===== src/rtl/clk_div_pkg.sv =====
// Shared definitions for the clock divider bank.
// Holds default widths/divisors, the channel-count ceiling and the
// per-channel state encoding.
package clk_div_pkg;

    localparam int unsigned CNT_W_DEF    = 24;
    localparam int unsigned DIV_INIT_DEF = 3;
    localparam int unsigned MAX_CH       = 8;
    localparam int unsigned CH_IDX_W     = 3;

    // HALT: divisor 0; RUN: counting; PEND: shadow divisor waits for wrap.
    typedef enum logic [1:0] {
        HALT = 2'd0,
        RUN  = 2'd1,
        PEND = 2'd2
    } chan_state_t;

endpackage


===== src/rtl/clk_div_if.sv =====
// Control/status bundle of the divider bank.
// master: sync, cfg_valid, cfg_ch, cfg_div out; cfg_ready, tick, sq, pend in.
// slave : mirror of master.
interface clk_div_if #(
    parameter int unsigned NUM_CH = 3,
    parameter int unsigned CNT_W  = 24
) ();

    logic              sync;
    logic              cfg_valid;
    logic [2:0]        cfg_ch;
    logic [CNT_W-1:0]  cfg_div;
    logic              cfg_ready;
    logic [NUM_CH-1:0] tick;
    logic [NUM_CH-1:0] sq;
    logic [NUM_CH-1:0] pend;

    modport master (
        output sync, cfg_valid, cfg_ch, cfg_div,
        input  cfg_ready, tick, sq, pend
    );

    modport slave (
        input  sync, cfg_valid, cfg_ch, cfg_div,
        output cfg_ready, tick, sq, pend
    );

endinterface


===== src/rtl/clk_div_chan.sv =====
// One divider channel: counter, active and shadow divisor, state, tick, sq.
// Ports: clk, rst (async active-high), sync (phase restart), wr (accepted
// update for this channel), cfg_div (new divisor), tick/sq/pend outputs.
module clk_div_chan
    import clk_div_pkg::*;
#(
    parameter int unsigned CNT_W    = CNT_W_DEF,
    parameter int unsigned DIV_INIT = DIV_INIT_DEF
) (
    input  logic             clk,
    input  logic             rst,
    input  logic             sync,
    input  logic             wr,
    input  logic [CNT_W-1:0] cfg_div,
    output logic             tick,
    output logic             sq,
    output logic             pend
);

    chan_state_t      state;
    logic [CNT_W-1:0] cnt;
    logic [CNT_W-1:0] div;
    logic [CNT_W-1:0] shadow;
    logic             wrap_c;
    logic [CNT_W-1:0] sync_div_c;

    // Last count of the period; div is never 0 outside HALT.
    assign wrap_c = (cnt == div - CNT_W'(1));

    // Divisor that takes effect on a sync edge: a fresh write beats a waiting shadow.
    assign sync_div_c = wr ? cfg_div : ((state == PEND) ? shadow : div);

    assign pend = (state == PEND);

    always_ff @(posedge clk or posedge rst) begin
        if (rst) begin
            state  <= (DIV_INIT == 0) ? HALT : RUN;
            cnt    <= '0;
            div    <= CNT_W'(DIV_INIT);
            shadow <= '0;
            tick   <= 1'b0;
            sq     <= 1'b0;
        end else if (sync) begin
            // Restart in phase; suppresses any coincident wrap tick.
            state <= (sync_div_c == '0) ? HALT : RUN;
            div   <= sync_div_c;
            cnt   <= '0;
            tick  <= 1'b0;
            sq    <= 1'b0;
        end else begin
            case (state)
                HALT: begin
                    cnt  <= '0;
                    tick <= 1'b0;
                    sq   <= 1'b0;
                    if (wr) begin
                        div   <= cfg_div;
                        state <= (cfg_div == '0) ? HALT : RUN;
                    end
                end
                RUN, PEND: begin
                    if (wrap_c) begin
                        cnt  <= '0;
                        tick <= 1'b1;
                        sq   <= ~sq;
                        if (state == PEND) begin
                            div   <= shadow;
                            state <= (shadow == '0) ? HALT : RUN;
                        end
                    end else begin
                        cnt  <= cnt + CNT_W'(1);
                        tick <= 1'b0;
                    end
                    // A write while running waits for the next wrap.
                    if (wr && state == RUN) begin
                        shadow <= cfg_div;
                        state  <= PEND;
                    end
                end
                default: begin
                    state <= HALT;
                    cnt   <= '0;
                    tick  <= 1'b0;
                    sq    <= 1'b0;
                end
            endcase
        end
    end

endmodule


===== src/rtl/clk_div_bank.sv =====
// Bank of NUM_CH independent clock dividers sharing one config port and sync.
// Ports: clk, rst (async active-high), bus (clk_div_if slave: sync, cfg_*,
// cfg_ready, tick, sq, pend).
module clk_div_bank
    import clk_div_pkg::*;
#(
    parameter int unsigned NUM_CH   = 3,
    parameter int unsigned CNT_W    = CNT_W_DEF,
    parameter int unsigned DIV_INIT = DIV_INIT_DEF
) (
    input  logic       clk,
    input  logic       rst,
    clk_div_if.slave   bus
);

    logic [NUM_CH-1:0] tick_v;
    logic [NUM_CH-1:0] sq_v;
    logic [NUM_CH-1:0] pend_v;
    logic [NUM_CH-1:0] wr_v;
    logic [MAX_CH-1:0] pend_pad;
    logic              ready_c;

    // Unpopulated channel slots read as not pending, so writes there are
    // always accepted and then dropped.
    assign pend_pad = MAX_CH'(pend_v);
    assign ready_c  = ~pend_pad[bus.cfg_ch];

    assign bus.cfg_ready = ready_c;
    assign bus.tick      = tick_v;
    assign bus.sq        = sq_v;
    assign bus.pend      = pend_v;

    for (genvar i = 0; i < NUM_CH; i++) begin : g_ch
        // Channel decode of an accepted update.
        assign wr_v[i] = bus.cfg_valid & ready_c & (bus.cfg_ch == CH_IDX_W'(i));

        clk_div_chan #(
            .CNT_W    (CNT_W),
            .DIV_INIT (DIV_INIT)
        ) u_chan (
            .clk     (clk),
            .rst     (rst),
            .sync    (bus.sync),
            .wr      (wr_v[i]),
            .cfg_div (bus.cfg_div),
            .tick    (tick_v[i]),
            .sq      (sq_v[i]),
            .pend    (pend_v[i])
        );
    end

endmodule


===== src/flat_wrapper.sv =====
// flat-port wrapper written by rule: the top's interface ports become plain ports
module clk_div_bank_flat import clk_div_pkg::*;
#(
    parameter int unsigned NUM_CH   = 3,
    parameter int unsigned CNT_W    = CNT_W_DEF,
    parameter int unsigned DIV_INIT = DIV_INIT_DEF
)
  (clk, rst, bus_sync, bus_cfg_valid, bus_cfg_ch, bus_cfg_div, bus_cfg_ready, bus_tick, bus_sq, bus_pend);
  clk_div_if #(.NUM_CH(NUM_CH), .CNT_W(CNT_W)) bus_i ();
  input  logic clk;
  input  logic rst;
  input wire logic [$bits(bus_i.sync)-1:0] bus_sync;
  input wire logic [$bits(bus_i.cfg_valid)-1:0] bus_cfg_valid;
  input wire logic [$bits(bus_i.cfg_ch)-1:0] bus_cfg_ch;
  input wire logic [$bits(bus_i.cfg_div)-1:0] bus_cfg_div;
  output wire logic [$bits(bus_i.cfg_ready)-1:0] bus_cfg_ready;
  output wire logic [$bits(bus_i.tick)-1:0] bus_tick;
  output wire logic [$bits(bus_i.sq)-1:0] bus_sq;
  output wire logic [$bits(bus_i.pend)-1:0] bus_pend;
  assign bus_i.sync = bus_sync;
  assign bus_i.cfg_valid = bus_cfg_valid;
  assign bus_i.cfg_ch = bus_cfg_ch;
  assign bus_i.cfg_div = bus_cfg_div;
  assign bus_cfg_ready = bus_i.cfg_ready;
  assign bus_tick = bus_i.tick;
  assign bus_sq = bus_i.sq;
  assign bus_pend = bus_i.pend;
  clk_div_bank #(.NUM_CH(NUM_CH), .CNT_W(CNT_W), .DIV_INIT(DIV_INIT)) u_core (.clk(clk), .rst(rst), .bus(bus_i));
endmodule

===== config.mk =====
export PLATFORM = sky130hd
export DESIGN_NAME = clk_div_bank_flat
export DESIGN_NICKNAME = d
export VERILOG_FILES = /design/src/rtl/clk_div_pkg.sv /design/src/rtl/clk_div_if.sv /design/src/rtl/clk_div_chan.sv /design/src/rtl/clk_div_bank.sv /design/src/flat_wrapper.sv
export SDC_FILE = /design/constraint.sdc
export NUM_CORES = 1
export LEC_CHECK = 0
export BUFFER_PORTS_ARGS = -buffer_cell sky130_fd_sc_hd__buf_2
export CAP_MARGIN = 15
export CORE_MARGIN = 2
export CORE_UTILIZATION = 50
export DETAILED_ROUTE_END_ITERATION = 6
export PLACE_DENSITY = 0.68
export SLEW_MARGIN = 0
export SYNTH_ARGS = -nofsm -noshare
export SYNTH_HDL_FRONTEND = slang
export SYNTH_HIERARCHICAL = 1
export SYNTH_SLANG_ARGS = --single-unit

===== constraint.sdc =====
create_clock -name clk -period 4.5 [get_ports clk]
set_input_delay 0.675 -clock clk [delete_from_list [all_inputs] [get_ports clk]]
set_output_delay 0.675 -clock clk [all_outputs]
set_load 0.03 [all_outputs]

=== After elaboration in Yosys (flattened, before gate mapping) ===
Index checks and enable logic that the tools add are counted.

* Register bits after elaboration: 228
* Output and inout port bits: 10

* Add/subtract/negate cells: 6
* Magnitude comparators: 1
* Eq/ne operators: 23
* Mux-type cells: 72
* Bitwise logic cells: 9
* Reductions and logical operators: 29

{| class="wikitable"
|+ Operators with widths
! operator !! number
|-
| $mux 24 || 24
|-
| $logic_not 24->1 || 7
|-
| $pmux 24 s2 || 3
|-
| $add 24x1->24 const B || 3
|-
| $eq 24x24->1 || 3
|-
| $sub 24x1->24 const B || 3
|-
| $mux 2 || 15
|-
| $reduce_and 3->1 || 9
|-
| $mux 1 || 26
|-
| $ne 4x4->1 const B || 6
|-
| $ne 3x3->1 const B || 6
|-
| $pmux 2 s2 || 3
|-
| $reduce_bool 3->1 || 3
|-
| $eq 2x1->1 const B || 3
|-
| $eq 2x2->1 const B || 3
|-
| $logic_not 2->1 || 3
|-
| $reduce_or 2->1 || 3
|-
| $not 1->1 || 5
|-
| $and 1x1->1 || 4
|-
| $lt 3x4->1 const B || 1
|-
| $bmux 1 s3 || 1
|-
| $eq 3x1->1 const B || 1
|-
| $eq 3x2->1 const B || 1
|-
| $logic_and 1x1->1 || 3
|-
| $logic_not 3->1 || 1
|}

=== Longest topological paths before layout ===
* Depth after elaboration: 10
* Gate-level depth with buffers: 13

=== Hierarchy ===
The synthesis kept the hierarchy.

{| class="wikitable"
|+ Modules (own cells, without submodules)
! module !! times used !! cells each !! area each (um2) !! seq. area each (um2)
|-
| clk_div_chan at u_core.g_ch[0].u_chan || 1 || 621 || 5296.3 || 1905.6
|-
| clk_div_chan at u_core.g_ch[2].u_chan || 1 || 501 || 4854.7 || 1905.6
|-
| clk_div_chan at u_core.g_ch[1].u_chan || 1 || 460 || 4556.9 || 1905.6
|-
| clk_div_bank || 1 || 8 || 57.6 || 0.0
|}

=== Worst setup path after synthesis ===
Ideal clock, no wire load.

* Path kind: reg-to-reg
* Start: register u_core.g_ch[1].u_chan.div[2]
* End: register u_core.g_ch[1].u_chan.div[7]
* Setup time: 66 ps
* Arrival time: 3262 ps
* Data required time: 4434 ps
* Path slack: 1172 ps
* Stages on the path, launching flop included: 11
* Path buffers: 2
* Path through: dfrtp_1 clkbuf_1 or4_1 nor4_1 xnor2_1 nand4_1 or4_4 or4_4 o211ai_2 buf_6 a22o_1

* Longest elaborated chain between the ends: 4

{| class="wikitable"
|+ Ends and longest elaborated chain
! element !! RTL line !! source
|-
| from (decl) || clk_div_chan.sv:22 || <nowiki>logic [CNT_W-1:0] div;</nowiki>
|-
| from (signal assigned) || clk_div_chan.sv:39 || <nowiki>div <= CNT_W'(DIV_INIT);</nowiki>
|-
| from (signal assigned) || clk_div_chan.sv:46 || <nowiki>div <= sync_div_c;</nowiki>
|-
| from (signal assigned) || clk_div_chan.sv:57 || <nowiki>div <= cfg_div;</nowiki>
|-
| $sub 24x1->24 || clk_div_chan.sv:28 || <nowiki>assign wrap_c = (cnt == div - CNT_W'(1));</nowiki>
|-
| $eq 24x24->1 || clk_div_chan.sv:28 ||
|-
| $ne 3x3->1 (no source line) || n/a ||
|-
| $reduce_and 3->1 (no source line) || n/a ||
|}

Every way passes these cells.
A chain may end at the register's enable or synchronous reset.

=== Final worst setup path ===
* Start: register u_core.g_ch[1].u_chan.div[0]
* End: register u_core.g_ch[1].u_chan.div[21]

The elaborated chain is that of the path after synthesis.

==> out/qor.csv <==
metric,value,unit
Crit-path slowest cell,nor3b_1,
"Data required, critical path",4.91,ns
commonest register cell after synthesis,dfrtp_1,
IO Count,41,
Post-synth EDFFs,0,
Worst Path Arrival,4.34,ns
# hold bufs at CTS,0,
H-tree depth,1,
TNS Setup,0,ns
CTS buffer count,27,
Via Count,12400,
setup repair after global routing missed its margin,false,
DIE AREA,0.0309,mm2
"CP delay by family, top",simple AND/OR/NAND/NOR gates,
sequential share of the synthesized area,38.7,%
hold crit path type,input port to asynchronous set/reset pin,
Crit path largest cell delay,0.60,ns
CTS sink count,228,
Relative slew margins,33.6,%
Clock Path Buffers,3,
WP buf/inv,1,
# DRC,0,
fin cells,1992,
Area growth syn-to-layout,9.91,%
largest net degree at the start of global routing,66,
GRT Util Overall,25.5,%
fraction of layout cells with a size suffix above 1,15.6,%
Post-Syn Instances,1590,
drt first pass iters,6,
Maximum Capacitance Violations,0,
pre-CTS setup slack,0.671,ns
f_max,255,MHz
via count of the first global-routing pass,11800,
outcome,completed,
CP Class,flop to flop,
number of DRC markers in iteration 0,1047,
ANT nets after route,0,
post-synthesis cell type count,81,
Rows,62,
total gr overflow,0,
clock root buffer,clkbuf_16,
"Worst Setup Slack, final",0.575,ns
Fin. Hold Viols,0,
Worst setup SP type,flop,
Die Y-Extent,176,um
GP Congestion,0.918,
clk_lat worst skew,0.54,ns
R2R cell count,10,
#FFs+latches synth,228,
post-synth net total,1639,
worst-path fanout max,24,
"Cell Area, Synth",0.0148,mm2
clk_skew,0.0159,ns
IO buf count,40,
CTS resizes,0,
"commonest non-fill, non-tap cell in the layout",dfrtp_1,
Placeable Area,0.0289,mm2
antenna violations before repair,1,
wire length of the first global-routing pass,64400,um
CP Capture Type,flop,
post-CTS setup buffer count,0,
most frequent cells in the layout,"dfrtp_1 (219), nor2_1 (179), xnor2_1 (91), inv_1 (78), mux2_2 (74)",
final setup violation count,0,
"Clk pin slew, worst setup/hold paths",0.06,ns
top cell type's share of synthesized area,37.1,%
number of vias per cell,6.21,
final core area utilization,56.2,%
Detail Placement HPWL,27700,um
TritonCTS clock tree,yes,
Post-synth ARST share,100,%
CP Depth,10,
Die W,176,um
DP Cell Count,1938,
Leakage Power,6.71,nW
"Avg Cell Area, Syn",9.29,um2
WHS,0.0728,ns
Worst Tran Pin Value,0.993,ns
Nets,1636,
"area leader, netlist",dfrtp_1,
Final Critical Period,3.93,ns
Initial Util,51.2,%
Worst VDD drop,0.371,mV
dominant cells by area after synthesis,"dfrtp_1 (37%), mux2_2 (5.6%), xnor2_1 (5.4%)",
Ys Warns,6,
cell-by-cell trace of the critical path,inv_1 -> ha_1 -> nor3b_1 -> or3b_2 -> a21oi_1 -> o211ai_1 -> or4_4 -> o31ai_4 -> nand2_1 -> a22o_1,
Final Cycle Share,87.2,%
Pwr per Cell Area,558,mW/mm2
WL final,39200,um
Slew Limit Fails,0,
drt wl/cell,19.7,um
-- registers in the layout (all words and copies together) (netlist names) --
register	cells
u_core/g_ch.u_chan/shadow	72
u_core/g_ch.u_chan/cnt	72
u_core/g_ch.u_chan/tick	3
u_core/g_ch.u_chan/div	72
u_core/g_ch.u_chan/sq	3
u_core/g_ch.u_chan/state	6
-- report_power, final --
group | internal [mW] | switching, mW | total [mW]
clock network | 1.47 | 0.891 | 2.36
logic | 1.48 | 1.80 | 3.28
registers | 2.65 | 0.774 | 3.42
-- worst reg2reg max path: cells and delay by family (launching register included) --
kind,cells,cell delay [ns]
adder cells (fa/ha/maj),1,0.17
AO/OA/AOI/OAI,4,1.00
buffers and inverters,1,0.06
flip-flops,1,0.40
AND/OR/NAND/NOR,4,2.17
-- stage by stage --
| step | total power, mW | instance area (um2) |
|---|---|---|
| 2_1_floorplan | 5.84 | 14800 |
| 3_3_place_gp | 6.59 | 15200 |
| 3_5_place_dp | 6.67 | 15200 |
| 4_1_cts | 9.07 | 16200 |
| 5_1_grt | 9.62 | 16200 |
| 6_report | 9.06 | 16200 |
-- cells by family after synthesis --
group           after synthesis  share of synthesized area [%]
simple gates                596                           21.8
compound gates              329                           17.3
flops                       228                           38.7
buf+inv                     186                           5.44
xor+xnor                    154                           9.23
mux                          79                           5.99
fa+ha+maj                    18                           1.53
-- worst paths after layout --
| kind | from | end | slack (ns) |
|---|---|---|---|
| worst min register to register | u_core/g_ch[0].u_chan/shadow[20] | u_core/g_ch[0].u_chan/shadow[20] | 0.51 |
| worst max-delay path | u_core/g_ch[1].u_chan/div[0] | u_core/g_ch[1].u_chan/div[21] | 0.57 |
| max in group asynchronous | rst | u_core/g_ch[0].u_chan/cnt[14] | 3.32 |
| worst max register to register | u_core/g_ch[1].u_chan/div[0] | u_core/g_ch[1].u_chan/div[21] | 0.57 |
| min in group clk | bus_sync | u_core/g_ch[1].u_chan/state[1] | 0.50 |
| worst min-delay path | rst | u_core/g_ch[2].u_chan/shadow[0] | 0.07 |
-- routing by layer --
| layer | wire length (um) | GRT usage, % | up-vias |
|---|---|---|---|
| li1 | - | - | 5863 |
| met1 | 18000 | 35.7 | 6131 |
| met2 | 18400 | 41.5 | 316 |
| met3 | 1780 | 3.59 | 69 |
| met4 | 1050 | 6.89 | 0 |
| met5 | 0 | 0 | - |
-- area by class of cell --
| cell class | instances | area [um2] |
|---|---|---|
| fillers | 2573 | 12600 |
| multi-input cells | 1176 | 8280 |
| flip-flops and latches | 228 | 5720 |
| clock buffers | 37 | 763 |
| repair buffers | 73 | 488 |
| well taps | 384 | 480 |
| inverters | 81 | 304 |
| clock inverters | 12 | 199 |
| diodes | 1 | 2.50 |
-- cells in the mapped netlist (4+ instances only) --
cell type,n
dfrtp_1,219
nor2_1,180
xnor2_1,91
clkbuf_1,82
inv_1,81
mux2_2,74
nor4_1,69
xor2_1,62
nand2_1,58
nand3_1,54
a22o_1,49
a21oi_1,48
o21ai_0,48
and3_1,40
or3_1,38
nor3_1,37
nand4_1,36
a31oi_1,33
a211oi_1,30
a2111oi_0,26
o32ai_2,20
or4_1,20
ha_1,18
buf_6,12
buf_2,9
dfstp_2,9
nor2b_1,9
o22ai_1,8
o32ai_1,8
and2_1,7
and4_1,7
nand2b_1,7
o21a_1,6
o211ai_1,5
or4_4,5
a211o_1,4
a21o_1,4
mux2i_1,4
o31ai_1,4
Power figures use the tool's default switching activity.
